==> src/rtl/digital_scan.sv <==
// rtl/digital_scan.sv - six-digit multiplexed 7-segment clock display scanner
// Snapshot-per-frame digit scan with anti-ghost blanking and a blinking colon dot.
module digital_scan #(
    parameter int SCAN_DIV     = 50000,
    parameter int BLANK_CYC    = 500,
    parameter int BLINK_FRAMES = 167,
    parameter int LZB          = 1
) (
    input  logic       clk,
    input  logic       rst_n,
    input  logic [3:0] sec_1,
    input  logic [3:0] sec_2,
    input  logic [3:0] min_1,
    input  logic [3:0] min_2,
    input  logic [3:0] hour_1,
    input  logic [3:0] hour_2,
    output logic [5:0] sel,
    output logic [7:0] seg
);

    localparam int DW = $clog2(SCAN_DIV);
    localparam int FW = $clog2(BLINK_FRAMES + 1);
    localparam logic [DW-1:0] DIV_LAST   = DW'(SCAN_DIV - 1);
    localparam logic [DW-1:0] BLANK_END  = DW'(BLANK_CYC);
    localparam logic [FW-1:0] FRAME_LAST = FW'(BLINK_FRAMES - 1);

    logic [DW-1:0]   div_cnt;
    logic [2:0]      idx;
    logic [5:0][3:0] snap;
    logic [FW-1:0]   frame_cnt;
    logic            blink;

    logic [3:0] digit;
    logic [7:0] code;
    logic [5:0] sel_nxt;
    logic [7:0] seg_nxt;

    always_ff @(posedge clk or negedge rst_n) begin
        if (!rst_n) begin
            div_cnt   <= '0;
            idx       <= 3'd0;
            snap      <= '0;
            frame_cnt <= '0;
            blink     <= 1'b0;
            sel       <= 6'h3F;
            seg       <= 8'hFF;
        end else begin
            sel <= sel_nxt;
            seg <= seg_nxt;
            if (div_cnt == DIV_LAST) begin
                div_cnt <= '0;
                if (idx == 3'd5) begin
                    // Frame boundary: latch the whole time at once so no frame is torn.
                    idx  <= 3'd0;
                    snap <= {hour_2, hour_1, min_2, min_1, sec_2, sec_1};
                    if (frame_cnt == FRAME_LAST) begin
                        frame_cnt <= '0;
                        blink     <= ~blink;
                    end else begin
                        frame_cnt <= frame_cnt + FW'(1);
                    end
                end else begin
                    idx <= idx + 3'd1;
                end
            end else begin
                div_cnt <= div_cnt + DW'(1);
            end
        end
    end

    always_comb begin
        sel_nxt = 6'h3F;
        seg_nxt = 8'hFF;
        digit   = snap[idx];
        case (digit)
            4'd0:    code = 8'hC0;
            4'd1:    code = 8'hF9;
            4'd2:    code = 8'hA4;
            4'd3:    code = 8'hB0;
            4'd4:    code = 8'h99;
            4'd5:    code = 8'h92;
            4'd6:    code = 8'h82;
            4'd7:    code = 8'hF8;
            4'd8:    code = 8'h80;
            4'd9:    code = 8'h90;
            default: code = 8'hBF;
        endcase
        if (LZB != 0 && idx == 3'd5 && digit == 4'd0) begin
            code = 8'hFF;
        end
        if (blink && (idx == 3'd2 || idx == 3'd4)) begin
            code[7] = 1'b0;
        end
        if (div_cnt >= BLANK_END) begin
            sel_nxt = ~(6'b000001 << idx);
            seg_nxt = code;
        end
    end

endmodule

==> config.mk <==
export PLATFORM = sky130hd
export DESIGN_NAME = digital_scan
export DESIGN_NICKNAME = d
export VERILOG_FILES = /design/src/rtl/digital_scan.sv
export SDC_FILE = /design/constraint.sdc
export NUM_CORES = 1
export LEC_CHECK = 0
export CAP_MARGIN = 30
export CORE_ASPECT_RATIO = 0.75
export CORE_MARGIN = 5
export CORE_UTILIZATION = 59
export CTS_BUF_LIST = sky130_fd_sc_hd__clkbuf_16
export DETAILED_ROUTE_END_ITERATION = 7
export PLACE_DENSITY = 0.88
export SLEW_MARGIN = 0
export SYNTH_ARGS = -nofsm -noshare
export SYNTH_HDL_FRONTEND = slang
export SYNTH_SLANG_ARGS = --single-unit
==> constraint.sdc <==
create_clock -name clk -period 6.55 [get_ports clk]
set_clock_uncertainty 0.2 [all_clocks]
set_input_delay 0.655 -clock clk [delete_from_list [all_inputs] [get_ports clk]]
set_output_delay 0.655 -clock clk [all_outputs]
set_load 0.1 [all_outputs]
Word-level counts from Yosys, hierarchy flattened
Memories as Yosys holds them, arrays and structs flattened. Index checks and enable logic that the tools add are counted.

Equal/unequal tests: 5. Shift-type cells: 1. Reductions and logical operators: 6. Multiply operators: 0. Multiplexer cells: 9. Bitwise gates (word level): 2. Magnitude comparators: 2. Divide/modulo/power cells: 0. $add $sub $neg: 3.

Operator list (count): $mux W8 (3); $add A16 B1 Y16 const B (1); $eq A16 B16 Y1 const B (1); $ge A16 B9 Y1 const B (1); $mux W16 (1); $bmux W4 S3 (1); $add A8 B1 Y8 const B (1); $eq A8 B8 Y1 const B (1); $eq A3 B3 Y1 const B (2); $mux W6 (1); $not A6 Y6 (1); $shl A1 B3 Y6 const A (1); $logic_not A4 Y1 (1); $lt A3 B4 Y1 const B (1); $mux W4 (1); $add A3 B1 Y3 const B (1); $eq A3 B2 Y1 const B (1); $mux W3 (1); $reduce_and A3 Y1 (1); $logic_and A1 B1 Y1 (2); $reduce_and A2 Y1 (1); $logic_or A1 B1 Y1 (1); $mux W1 (1); $not A1 Y1 (1).

Bits in writable memories: 0. Bits in latches: 0. ROM bits: 112. Output and inout bits: 14. Flip-flop bits (word level): 66. Bits of input ports: 26. Memories: 1.

Memories: (no name shown) (words 16, bits a word 7, read ports 1, clocked after Yosys merged registers in 0, wr ports 0, RTL line 75) `case (digit)`.

Logic depth before layout (Yosys ltp)
Word-level depth: 7. Gate-level depth with buffers: 8. Gate-level depth less buffers: 7.

Worst setup path after synthesis
Ideal clock, no wire load.

Kind: register to register. Start: register idx[0]. End: register seg[6]. Stages on the path, launching flop included: 8. Clock period less this slack: 2.390 ns. Slack: 4.160 ns. Library setup time: 0.081 ns. Arrival time: 2.109 ns. Buffers on the path: 1. Path through: dfrtp_1 -> buf_2 -> mux4_2 -> a21oi_1 -> ha_1 -> and4b_1 -> nor2_1 -> a32oi_1.

Cells in the longest elaborated chain, start to end: 6. Elaborated cells between the ends (all ways): 8. Those cells by class: 1 x eq/ne; 4 x mux; 2 x reduce/logical; 1 x memory.

RTL lines: from (decl) (RTL line 28) `logic [2:0] idx;`; from (signal assigned) (RTL line 63) `idx <= idx + 3'd1;`; parallel branches: the longest is 4 deep, another holds $mem_v2 Z16 W7; $mux W8 (*) (RTL line 88) `if (LZB != 0 && idx == 3'd5 && digit == 4'd0) begin`; $mux W8 (*) (RTL line 94) `if (div_cnt >= BLANK_END) begin`; named net seg_nxt[6] (RTL line 36) `logic [7:0] seg_nxt;`; to (signal assigned) (RTL line 49) `seg <= seg_nxt;`; to (decl) (RTL line 18) `output logic [7:0] seg`.

Mark *: on every way through the listed nets, which the timed path passes. The select of a mux whose other input is x is not followed. A chain may end at the register's enable or synchronous reset.

Worst setup path after layout
Start: register div_cnt[11]. End: register frame_cnt[3].

Cells in the longest elaborated chain, start to end: 2.

RTL lines: from (decl) (RTL line 27) `logic [DW-1:0] div_cnt;`; from (signal assigned) (RTL line 66) `div_cnt <= div_cnt + DW'(1);`; $eq A16 B16 Y1 (RTL line 50) `if (div_cnt == DIV_LAST) begin`; $reduce_and A2 Y1 (no source line); to (signal assigned) (RTL line 60) `frame_cnt <= frame_cnt + FW'(1);`; to (decl) (RTL line 30) `logic [FW-1:0] frame_cnt;`.

No other way between the ends.

==> results.txt <==
Nets@finish - 403
Drt total wl - 6.407 mm
Yosys synthesis warning count - 0
Internal Pwr Total - 0.7084 mW
Post-DP HPWL - 4.273 mm
Syn Nets - 367
Largest net degree at the start of global routing - 67
Area grow syn2layout - 22.20%
Final Hold Vio Count - 0
RSZ-0062 raised after global routing - no
First-pass GRT wire length - 10.97 mm
Critical path's largest stage delay - 0.70 ns
# diodes - 0
Layout fillers - 379
Worst-path clk slew - 0.05 ns
Seq/Total Area, Yosys - 52.50%
Slowest-stage cell, CP - nor4_4
Via count - 2404
Net load switching power - 0.1736 mW
Status - finished clean
Total of max-cap violations - 0
Area leader, netlist - dfrtp_1
Worst slew pin tran - 0.9684 ns
Post-layout min period - 3.375 ns
CTS Buffer Depth - 2
CTS tree - built
Leakage - 1.680 nW
GRT Overall Usage - 20.84%
RD Place Congestion - 0.8431
H-tree levels - 3
Clock latency on the worst-skew pair - 0.33 ns
Total CTS buffers - 9
Critical path fanouts, max - 34
Clock share of power - 51.1%
Most used flip-flop cell after synthesis - dfrtp_1
#FFs+latches synth - 66
Total Die Area - 6972 sq um
Reg power frac - 46.3%
CP Class - reg2reg
Routed WL per cell - 14.37 um
Clock root cell - clkbuf_16
Synth top area share - 40.93%
Iteration-0 DRC Markers - 210
Distinct cell type count after synthesis - 42
Die span in x - 94.77 um
Via density per instance - 5.390
Most frequent cell after synthesis - nand2_1
Die boundary height - 73.57 um
Pre-antenna DRT Iters - 4
Post-CTS sizing - 0
Max-slew violations - 0
Routed Antenna Nets - 0
Number of enable flip-flop cells after synthesis - 0
DRC - 0
P per Cell Area - 227.0 nW/um^2
CTS sink cnt - 66
Synthesized area - 3179 sq um
Core area - 5295 sq um
Top cells by area, synth - dfrtp_1 41%, dfstp_2 12%, nand2_1 11%, ha_1 4.3%, xnor2_1 2.8%
Hold crit path type - reg2reg
Utilization after layout - 73.37%
F_max - 296.3 MHz
I/O pin cnt - 40
Top cells by count, synth - 96 x nand2_1, 52 x dfrtp_1, 19 x nor2_1, 14 x dfstp_2, 12 x clkbuf_1
Vias in the first global route - 2307
Share of layout cells above drive strength 1 - 9.704%
GR Overflow Total - 0
VDD IR max - 140.6 uV
Mapped Cells - 330
Antenna violations before repair - 0
Power consumption - 0.8820 mW
Worst slew margin - 35.24%
Async S/R FF share, synth - 100.0%
Final setup violation count - 0
Starting Density - 60.04%
Period utilization - 51.53%
Number of port buffers - 39
Syn avg cell area - 9.634 sq um
Row count - 23
Switching Share - 19.68%
Combinational Power Share - 2.6%
CP required - 6.61 ns
Startpoint types - flip-flop
Setup TNS Final - 0 ns
CP arrival - 3.44 ns
Crit end category - flip-flop
Setup bufs post-CTS - 0
Critical-path cell list - or4_4 -> nor4_4 -> nand3_2 -> or4_1 -> nand2_1
Hold Buf Count CTS - 0
==> state kept, by name, indices dropped and copies added, names as in the netlist <==
register and flops:
seg 8, idx 3, blink 1, div_cnt 16, snap 24, sel 6
frame_cnt 8
==> worst paths after layout <==
path / slack, ns / endpoint / cells after the start / startpoint
worst min-delay path: 0.26 / snap[14] / 2 / snap[14]
worst min register to register: 0.26 / snap[14] / 2 / snap[14]
min in group asynchronous: 0.29 / div_cnt[5] / 2 / rst_n
worst max register to register: 3.17 / frame_cnt[3] / 5 / div_cnt[11]
worst max-delay path: 3.17 / frame_cnt[3] / 5 / div_cnt[11]
max in group asynchronous: 5.33 / snap[7] / 2 / rst_n
==> final cells by class <==
| class | count | area, sq um | share of cell area (%) |
|---|---|---|---|
| Inverter | 9 | 33.78 | 0.8696 |
| Clock buffer | 9 | 225.2 | 5.797 |
| Sequential cell | 66 | 1669 | 42.96 |
| Tap cell | 75 | 93.84 | 2.415 |
| Clock inverter | 7 | 53.80 | 1.385 |
| Timing Repair Buffer | 40 | 392.9 | 10.11 |
| Multi-Input combinational cell | 240 | 1416 | 36.46 |
==> kinds of logic (layout without fill, tap and decap cells) <==
group / after synthesis / in the layout / synth area share (%)
flip-flops: 66 / 66 / 52.50
XOR/XNOR: 16 / 16 / 4.408
buffers and inverters: 24 / 65 / 2.951
AO/OA/AOI/OAI: 31 / 31 / 6.218
multiplexers: 13 / 13 / 4.683
AND/OR/NAND/NOR: 169 / 169 / 24.91
adder cells (fa/ha/maj): 11 / 11 / 4.329
==> layout by cell type, fill, tap and decap left out, types with 9 or more instances in the layout <==
cell type        instances
clkbuf_16                9
clkdlybuf4s50_1         38
dfrtp_1                 52
dfstp_2                 14
ha_1                    11
inv_1                   11
nand2_1                 96
nand3_1                 11
nor2_1                  19
nor3_1                  10
o21ai_0                 10
xnor2_1                 10
==> power by group through the flow <==
stage               logic, mW  registers, mW  clock network [mW]
finish                 0.0227          0.409               0.451
global route           0.0252          0.408               0.477
CTS                    0.0233          0.409               0.457
detailed placement     0.0231          0.415                   0
global placement       0.0229          0.415                   0
floorplan            0.000163          0.415                   0
==> worst max-delay path, delay by kind of cell (launching register included) <==
family        cells  cell delay, ns
simple gates      5            2.68
flops             1            0.44
==> through the flow <==
stage | instances | setup slack, ns | instance area, sq um | hold slack [ns]
global route | 446 | 2.988 | 3885 | 0.2810
global placement | 430 | 3.286 | 3606 | 0.2449
detailed placement | 430 | 3.220 | 3606 | 0.2503
floorplan | 330 | 4.160 | 3179 | 0.1594
finish | 446 | 3.175 | 3885 | 0.2602
CTS | 446 | 3.183 | 3885 | 0.2620
==> layer usage <==
metal	vias to the layer above	part of all wire, %	GRT usage (%)
li1	1173	-	-
met1	1154	45	28.17
met2	68	47	31.64
met3	9	6.6	7.574
met4	0	1.3	6.400
met5	-	0	0
No activity file was read; power rests on OpenSTA's default activity.
